## src/rtl/inst_decode.sv

```systemverilog
// -----------------------------------------------------------------------------
// inst_decode
// RV32I instruction decoder with a two-entry output buffer (main + skid).
// The word is decoded combinationally and the decoded entry is captured into
// the main register, or into the skid register when the main entry is stalled.
//
// Optional feature macro: ILLEGAL_INSN_EN
//   defined   -> illegal=1 for unknown opcodes and undefined OP/OP-IMM
//                funct3/funct7 combinations (all enables 0)
//   undefined -> illegal tied to 0; such entries pass through as no-ops
//
// Ports
//   clk, rst               clock (rising edge), async active-high reset
//   in_valid/in_ready      upstream handshake (in_ready = skid empty, registered)
//   in_instr, in_pc        instruction word and its address
//   flush                  drop every held entry and any same-cycle accept
//   out_valid/out_ready    downstream handshake
//   out_pc                 PC of the presented entry
//   alu_opcode, funct      ALU control encoding
//   rd, rs1, rs2, imm      register fields and sign-extended immediate
//   reg_write, mem_read, mem_write, branch, alu_src   control enables
//   illegal                illegal-instruction flag
// -----------------------------------------------------------------------------
module inst_decode (
    input  logic        clk,
    input  logic        rst,
    input  logic        in_valid,
    output logic        in_ready,
    input  logic [31:0] in_instr,
    input  logic [31:0] in_pc,
    input  logic        flush,
    output logic        out_valid,
    input  logic        out_ready,
    output logic [31:0] out_pc,
    output logic [1:0]  alu_opcode,
    output logic [3:0]  funct,
    output logic [4:0]  rd,
    output logic [4:0]  rs1,
    output logic [4:0]  rs2,
    output logic [31:0] imm,
    output logic        reg_write,
    output logic        mem_read,
    output logic        mem_write,
    output logic        branch,
    output logic        alu_src,
    output logic        illegal
);

    localparam logic [6:0] OPC_OP     = 7'b0110011;
    localparam logic [6:0] OPC_OPIMM  = 7'b0010011;
    localparam logic [6:0] OPC_LOAD   = 7'b0000011;
    localparam logic [6:0] OPC_STORE  = 7'b0100011;
    localparam logic [6:0] OPC_BRANCH = 7'b1100011;
    localparam logic [6:0] OPC_LUI    = 7'b0110111;
    localparam logic [6:0] OPC_AUIPC  = 7'b0010111;
    localparam logic [6:0] OPC_JAL    = 7'b1101111;
    localparam logic [6:0] OPC_JALR   = 7'b1100111;

    typedef struct packed {
        logic [31:0] pc;
        logic [1:0]  alu_opcode;
        logic [3:0]  funct;
        logic [4:0]  rd;
        logic [4:0]  rs1;
        logic [4:0]  rs2;
        logic [31:0] imm;
        logic        reg_write;
        logic        mem_read;
        logic        mem_write;
        logic        branch;
        logic        alu_src;
        logic        illegal;
    } entry_t;

    // OP allows funct7=0100000 only for SUB/SRA; OP-IMM constrains the shifts.
    function automatic logic funct_ok(input logic [6:0] opc,
                                      input logic [2:0] f3,
                                      input logic [6:0] f7);
        logic ok;
        ok = 1'b1;
        if (opc == OPC_OP) begin
            ok = (f7 == 7'b0000000) ||
                 ((f7 == 7'b0100000) && ((f3 == 3'b000) || (f3 == 3'b101)));
        end else if (opc == OPC_OPIMM) begin
            if (f3 == 3'b001) begin
                ok = (f7 == 7'b0000000);
            end else if (f3 == 3'b101) begin
                ok = (f7 == 7'b0000000) || (f7 == 7'b0100000);
            end else begin
                ok = 1'b1;
            end
        end else begin
            ok = 1'b1;
        end
        return ok;
    endfunction

    logic [6:0]  opc_s;
    logic [31:0] imm_i_s, imm_s_s, imm_b_s, imm_u_s, imm_j_s;
    logic        known_s;
    entry_t      dec_s;

    entry_t      main_r, skid_r, main_n_s, skid_n_s;
    logic        main_valid_r, skid_valid_r, in_ready_r;
    logic        main_valid_n_s, skid_valid_n_s;
    logic        accept_s, pop_s;

    assign opc_s   = in_instr[6:0];
    assign imm_i_s = {{20{in_instr[31]}}, in_instr[31:20]};
    assign imm_s_s = {{20{in_instr[31]}}, in_instr[31:25], in_instr[11:7]};
    assign imm_b_s = {{19{in_instr[31]}}, in_instr[31], in_instr[7],
                      in_instr[30:25], in_instr[11:8], 1'b0};
    assign imm_u_s = {in_instr[31:12], 12'h000};
    assign imm_j_s = {{11{in_instr[31]}}, in_instr[31], in_instr[19:12],
                      in_instr[20], in_instr[30:21], 1'b0};

    // Combinational decode of the incoming word into an entry.
    always_comb begin
        dec_s     = '0;
        known_s   = 1'b1;
        dec_s.pc  = in_pc;
        dec_s.rd  = in_instr[11:7];
        dec_s.rs1 = in_instr[19:15];
        dec_s.rs2 = in_instr[24:20];
        case (opc_s)
            OPC_OP: begin
                dec_s.alu_opcode = 2'b10;
                dec_s.funct      = {in_instr[30], in_instr[14:12]};
                dec_s.reg_write  = 1'b1;
            end
            OPC_OPIMM: begin
                dec_s.funct     = {in_instr[30], in_instr[14:12]};
                dec_s.reg_write = 1'b1;
                dec_s.alu_src   = 1'b1;
                dec_s.imm       = imm_i_s;
            end
            OPC_LOAD: begin
                dec_s.alu_opcode = 2'b01;
                dec_s.mem_read   = 1'b1;
                dec_s.reg_write  = 1'b1;
                dec_s.alu_src    = 1'b1;
                dec_s.imm        = imm_i_s;
            end
            OPC_STORE: begin
                dec_s.alu_opcode = 2'b01;
                dec_s.mem_write  = 1'b1;
                dec_s.alu_src    = 1'b1;
                dec_s.imm        = imm_s_s;
            end
            OPC_BRANCH: begin
                dec_s.alu_opcode = 2'b10;
                dec_s.funct      = 4'b1000;
                dec_s.branch     = 1'b1;
                dec_s.imm        = imm_b_s;
            end
            OPC_LUI, OPC_AUIPC, OPC_JAL, OPC_JALR: begin
                dec_s.alu_opcode = 2'b01;
                dec_s.reg_write  = 1'b1;
                dec_s.alu_src    = 1'b1;
                if ((opc_s == OPC_LUI) || (opc_s == OPC_AUIPC)) begin
                    dec_s.imm = imm_u_s;
                end else if (opc_s == OPC_JAL) begin
                    dec_s.imm = imm_j_s;
                end else begin
                    dec_s.imm = imm_i_s;
                end
            end
            default: begin
                known_s = 1'b0;
            end
        endcase
        // Undecodable entries become no-ops: all control and ALU fields zero.
        if (!known_s || !funct_ok(opc_s, in_instr[14:12], in_instr[31:25])) begin
            dec_s.alu_opcode = 2'b00;
            dec_s.funct      = 4'b0000;
            dec_s.imm        = 32'h0000_0000;
            dec_s.reg_write  = 1'b0;
            dec_s.mem_read   = 1'b0;
            dec_s.mem_write  = 1'b0;
            dec_s.branch     = 1'b0;
            dec_s.alu_src    = 1'b0;
`ifdef ILLEGAL_INSN_EN
            dec_s.illegal    = 1'b1;
`else
            dec_s.illegal    = 1'b0;
`endif
        end else begin
            dec_s.illegal    = 1'b0;
        end
    end

    assign accept_s = in_valid & in_ready_r & ~flush;
    assign pop_s    = main_valid_r & out_ready;

    // Next-state of the main/skid pair. An accept implies the skid is empty
    // (in_ready mirrors it), so a skid->main move and an accept never collide.
    always_comb begin
        main_n_s       = main_r;
        skid_n_s       = skid_r;
        main_valid_n_s = main_valid_r;
        skid_valid_n_s = skid_valid_r;
        if (flush) begin
            main_valid_n_s = 1'b0;
            skid_valid_n_s = 1'b0;
        end else begin
            if (pop_s) begin
                if (skid_valid_r) begin
                    main_n_s       = skid_r;
                    main_valid_n_s = 1'b1;
                    skid_valid_n_s = 1'b0;
                end else begin
                    main_valid_n_s = 1'b0;
                end
            end else begin
                main_valid_n_s = main_valid_r;
            end
            if (accept_s) begin
                if (!main_valid_r || out_ready) begin
                    main_n_s       = dec_s;
                    main_valid_n_s = 1'b1;
                end else begin
                    skid_n_s       = dec_s;
                    skid_valid_n_s = 1'b1;
                end
            end else begin
                skid_n_s = skid_n_s;
            end
        end
    end

    // Buffer registers and the registered in_ready.
    always_ff @(posedge clk or posedge rst) begin
        if (rst) begin
            main_r       <= '0;
            skid_r       <= '0;
            main_valid_r <= 1'b0;
            skid_valid_r <= 1'b0;
            in_ready_r   <= 1'b1;
        end else begin
            main_r       <= main_n_s;
            skid_r       <= skid_n_s;
            main_valid_r <= main_valid_n_s;
            skid_valid_r <= skid_valid_n_s;
            in_ready_r   <= ~skid_valid_n_s;
        end
    end

    assign in_ready   = in_ready_r;
    assign out_valid  = main_valid_r;
    assign out_pc     = main_r.pc;
    assign alu_opcode = main_r.alu_opcode;
    assign funct      = main_r.funct;
    assign rd         = main_r.rd;
    assign rs1        = main_r.rs1;
    assign rs2        = main_r.rs2;
    assign imm        = main_r.imm;
    assign reg_write  = main_r.reg_write;
    assign mem_read   = main_r.mem_read;
    assign mem_write  = main_r.mem_write;
    assign branch     = main_r.branch;
    assign alu_src    = main_r.alu_src;
    assign illegal    = main_r.illegal;

endmodule

```

## config.mk

```make
export PLATFORM = sky130hd
export DESIGN_NAME = inst_decode
export DESIGN_NICKNAME = d
export VERILOG_FILES = /design/src/rtl/inst_decode.sv
export SDC_FILE = /design/constraint.sdc
export NUM_CORES = 1
export LEC_CHECK = 0
export ABC_CLOCK_PERIOD_IN_PS = 6100
export BUFFER_PORTS_ARGS = -buffer_cell sky130_fd_sc_hd__buf_2
export CELL_PAD_IN_SITES_DETAIL_PLACEMENT = 0
export CELL_PAD_IN_SITES_GLOBAL_PLACEMENT = 1
export CORE_UTILIZATION = 25
export CTS_CLUSTER_DIAMETER = 30
export CTS_CLUSTER_SIZE = 16
export DETAILED_ROUTE_END_ITERATION = 7
export GPL_ROUTABILITY_DRIVEN = 0
export PLACE_DENSITY = 0.5
export SETUP_SLACK_MARGIN = 0.15
export SYNTH_ARGS = -nofsm -noshare
export SYNTH_HDL_FRONTEND = slang
export SYNTH_SLANG_ARGS = --single-unit
```

## constraint.sdc

```tcl
create_clock -name clk -period 6.1 [get_ports clk]
set_input_delay 1.22 -clock clk [delete_from_list [all_inputs] [get_ports clk]]
set_output_delay 1.22 -clock clk [all_outputs]
set_load 0.01 [all_outputs]
```

==> results_dict.tcl <==
set metrics [dict create \
    slew_headroom_pct 29.0 \
    portBuffers 161 \
    vias 6503 \
    ys_warn_count 0 \
    root_buffer "clkbuf_16" \
    clk_latency_ns 0.44 \
    wl_mm 26.6 \
    start_util_pct 25.7 \
    h-tree-depth 4 \
    ir_drop_mv 0.185 \
    die_width_um 183 \
    nFillCells 3375 \
    synth_edf_count 0 \
    antenna_found_initial 1 \
    wl_per_cell_um 19.3 \
    required_ns 6.39 \
    drv_cap 0 \
    hold_path_class "reg -> reg" \
    post-dp-hpwl_mm 17.4 \
    end_kind "flip-flop" \
    syn_area_um2 8160 \
    clk_pin_slew_ns 0.07 \
    syn-num-nets 877 \
    worstMarginPinSlew_ns 1.06 \
    dr.first_iter.drc_count 378 \
    synth_flop_cell "dfrtp_1" \
    die_h_um 183 \
    dieArea_um2 33400 \
    worst_hold_slack_ns 0.481 \
    cts_max_path_buffers 2 \
    rsz0062_at_grt "no" \
    finalHoldViolations 0 \
    cts_tree "done" \
    core-area_um2 31800 \
    finalPower_mw 2.97 \
    yosys.area.top_type_share_pct 56.1 \
    crit_path_start_kind "input pin" \
    synthCells 808 \
    fmax_mhz 289 \
    setup_viol 0 \
    power_leakage_nw 4.38 \
    area_growth_pct 22.0 \
    dr.pass1.iters 5 \
    drc_errors 0 \
    drive_gt1_share_pct 24.0 \
    cts.sinks 184 \
    drv_slew 0 \
    ys_types 60 \
    critical_path_class "in -> reg" \
    period_needed_ns 3.46 \
    path_max_fanout 30 \
    grt_pass1_wl_mm 42.2 \
    dr_wl_met3_mm 1.35 \
    fin_crit_sh_pct 56.8 \
    skew_ns 0.0114 \
    grt_max_degree 91 \
    ys_seq_area_share_pct 56.4 \
    grt_pass1_vias 6821 \
    numCtsBuffers 17 \
    yosysTopAreaCell "dfrtp_1" \
    synth_area_leaders "dfrtp_1, o22a_1, nand2_1" \
    wl_met2_mm 12.5 \
    cts_hold_buf 0 \
    critPathArrivalTime_ns 3.75 \
    p_per_area_nw_per_um2 298 \
    post_cts_resize_count 0 \
    overflow 0 \
    final_nets 1003 \
    vias_per_cell 4.70 \
    synth_seq_cells 184 \
    postCtsSetupBuffers 0 \
    status "finished, final reports clean" \
    rows 65 \
    final_antenna_net_count 0 \
    met1_length_mm 12.4 \
    ios 162 \
    highest_layer "met4" \
    grt_use_total_pct 16.5 \
    synth_async_sr_flop_share_pct 100 \
    synth.avg_cell_area_um2 10.1 \
    fin_tns_setup_ns 0 \
]
critical path: stages:
cell,delay (ns)
buf_2,0.12
nor2b_1,0.46
or3_2,0.57
buf_4,0.47
a31o_2,0.69
o21ai_0,0.19
metal layers:
layer	track usage, %	up-vias
li1	-	3149
met1	22.1	3179
met2	26.6	158
met3	4.15	17
met4	4.17	0
met5	0	-
sequential cells by signal, indices dropped and copies added (netlist names), 2 cells and up:
signal,cells
rd,5
out_pc,32
funct,4
imm,32
alu_opcode,2
rs2,5
rs1,5
skid_r,90
layout make-up:
type,count,area [um2],area share [%]
timing repair buffer,173,908,9.13
clock inverter,13,135,1.36
multi-input combinational,554,3290,33.1
clock buffer,19,443,4.45
antenna,1,2.50,0.0251
tap,435,544,5.47
inverter,4,18.8,0.189
sequential,184,4610,46.3
power breakdown:
| group | internal, mW | leakage (nW) | total [mW] | switching (mW) |
|---|---|---|---|---|
| Combinational | 0.169 | 1.79 | 0.410 | 0.241 |
| Sequential | 1.36 | 2.31 | 1.44 | 0.0801 |
| Clock | 0.587 | 0.277 | 1.12 | 0.532 |
synthesized netlist by cell type, drive strengths merged (2+ instances only):
master,instances
nand2,208
dfrtp,183
o22a,95
o21ai,79
clkbuf,43
a22oi,32
buf,23
a21oi,13
a22o,13
nor2,13
a21o,12
nand3,11
and3,10
nand2b,6
a31o,4
inv,4
mux2,4
mux2i,4
nor3,4
nor4,4
o22ai,3
o31ai,3
a211o,2
a211oi,2
a311o,2
a311oi,2
a31oi,2
and2,2
and4b,2
nor2b,2
nor3b,2
xor2,2
cells in the final DEF (no fill, tap or decap), types with 5 or more instances in the layout:
master / Yosys / final
o21ai_1: 51 / 51
buf_4: 1 / 11
nor2_1: 13 / 13
buf_2: 16 / 161
o21ai_0: 28 / 28
nand2_1: 208 / 207
a21o_1: 12 / 12
and3_1: 10 / 10
nand3_1: 11 / 11
a22oi_1: 32 / 32
o22a_1: 95 / 95
a22o_1: 13 / 13
inv_6: 0 / 5
nand2b_1: 6 / 6
a21oi_1: 12 / 12
clkbuf_16: 0 / 17
dfrtp_1: 183 / 183
kinds of logic (layout without fill, tap and decap cells):
kind of cell	after synthesis	after routing	synth area share [%]
other	0	1	0
XOR/XNOR	3	3	0.322
flip-flops	184	184	56.4
buffers and inverters	70	209	3.60
AO/OA/AOI/OAI	269	269	23.9
AND/OR/NAND/NOR	274	274	14.7
multiplexers	8	8	1.04
final timing paths:
check                           startpoint    endpoint  slack (ns)  cells after the start
worst min-delay path            skid_r[51]  skid_r[51]        0.48                      2
max in group asynchronous              rst  skid_r[38]        3.89                      3
worst min register to register  skid_r[51]  skid_r[51]        0.48                      2
worst max-delay path             out_ready      imm[2]        2.64                      6
min in group asynchronous              rst       rd[4]        0.86                      2
worst max register to register   out_valid      imm[2]        3.04                      5
metrics by stage:
step	instance area (um2)	util, %	instances	setup WS [ns]
2_1_floorplan	8160	-	808	2.52
3_3_place_gp	9370	29.5	1350	2.17
3_5_place_dp	9370	29.5	1350	2.13
4_1_cts	9950	31.3	1382	2.61
5_1_grt	9950	31.3	1382	2.41
6_report	9950	31.3	1383	2.64
No activity file was read; power rests on OpenSTA's default activity.
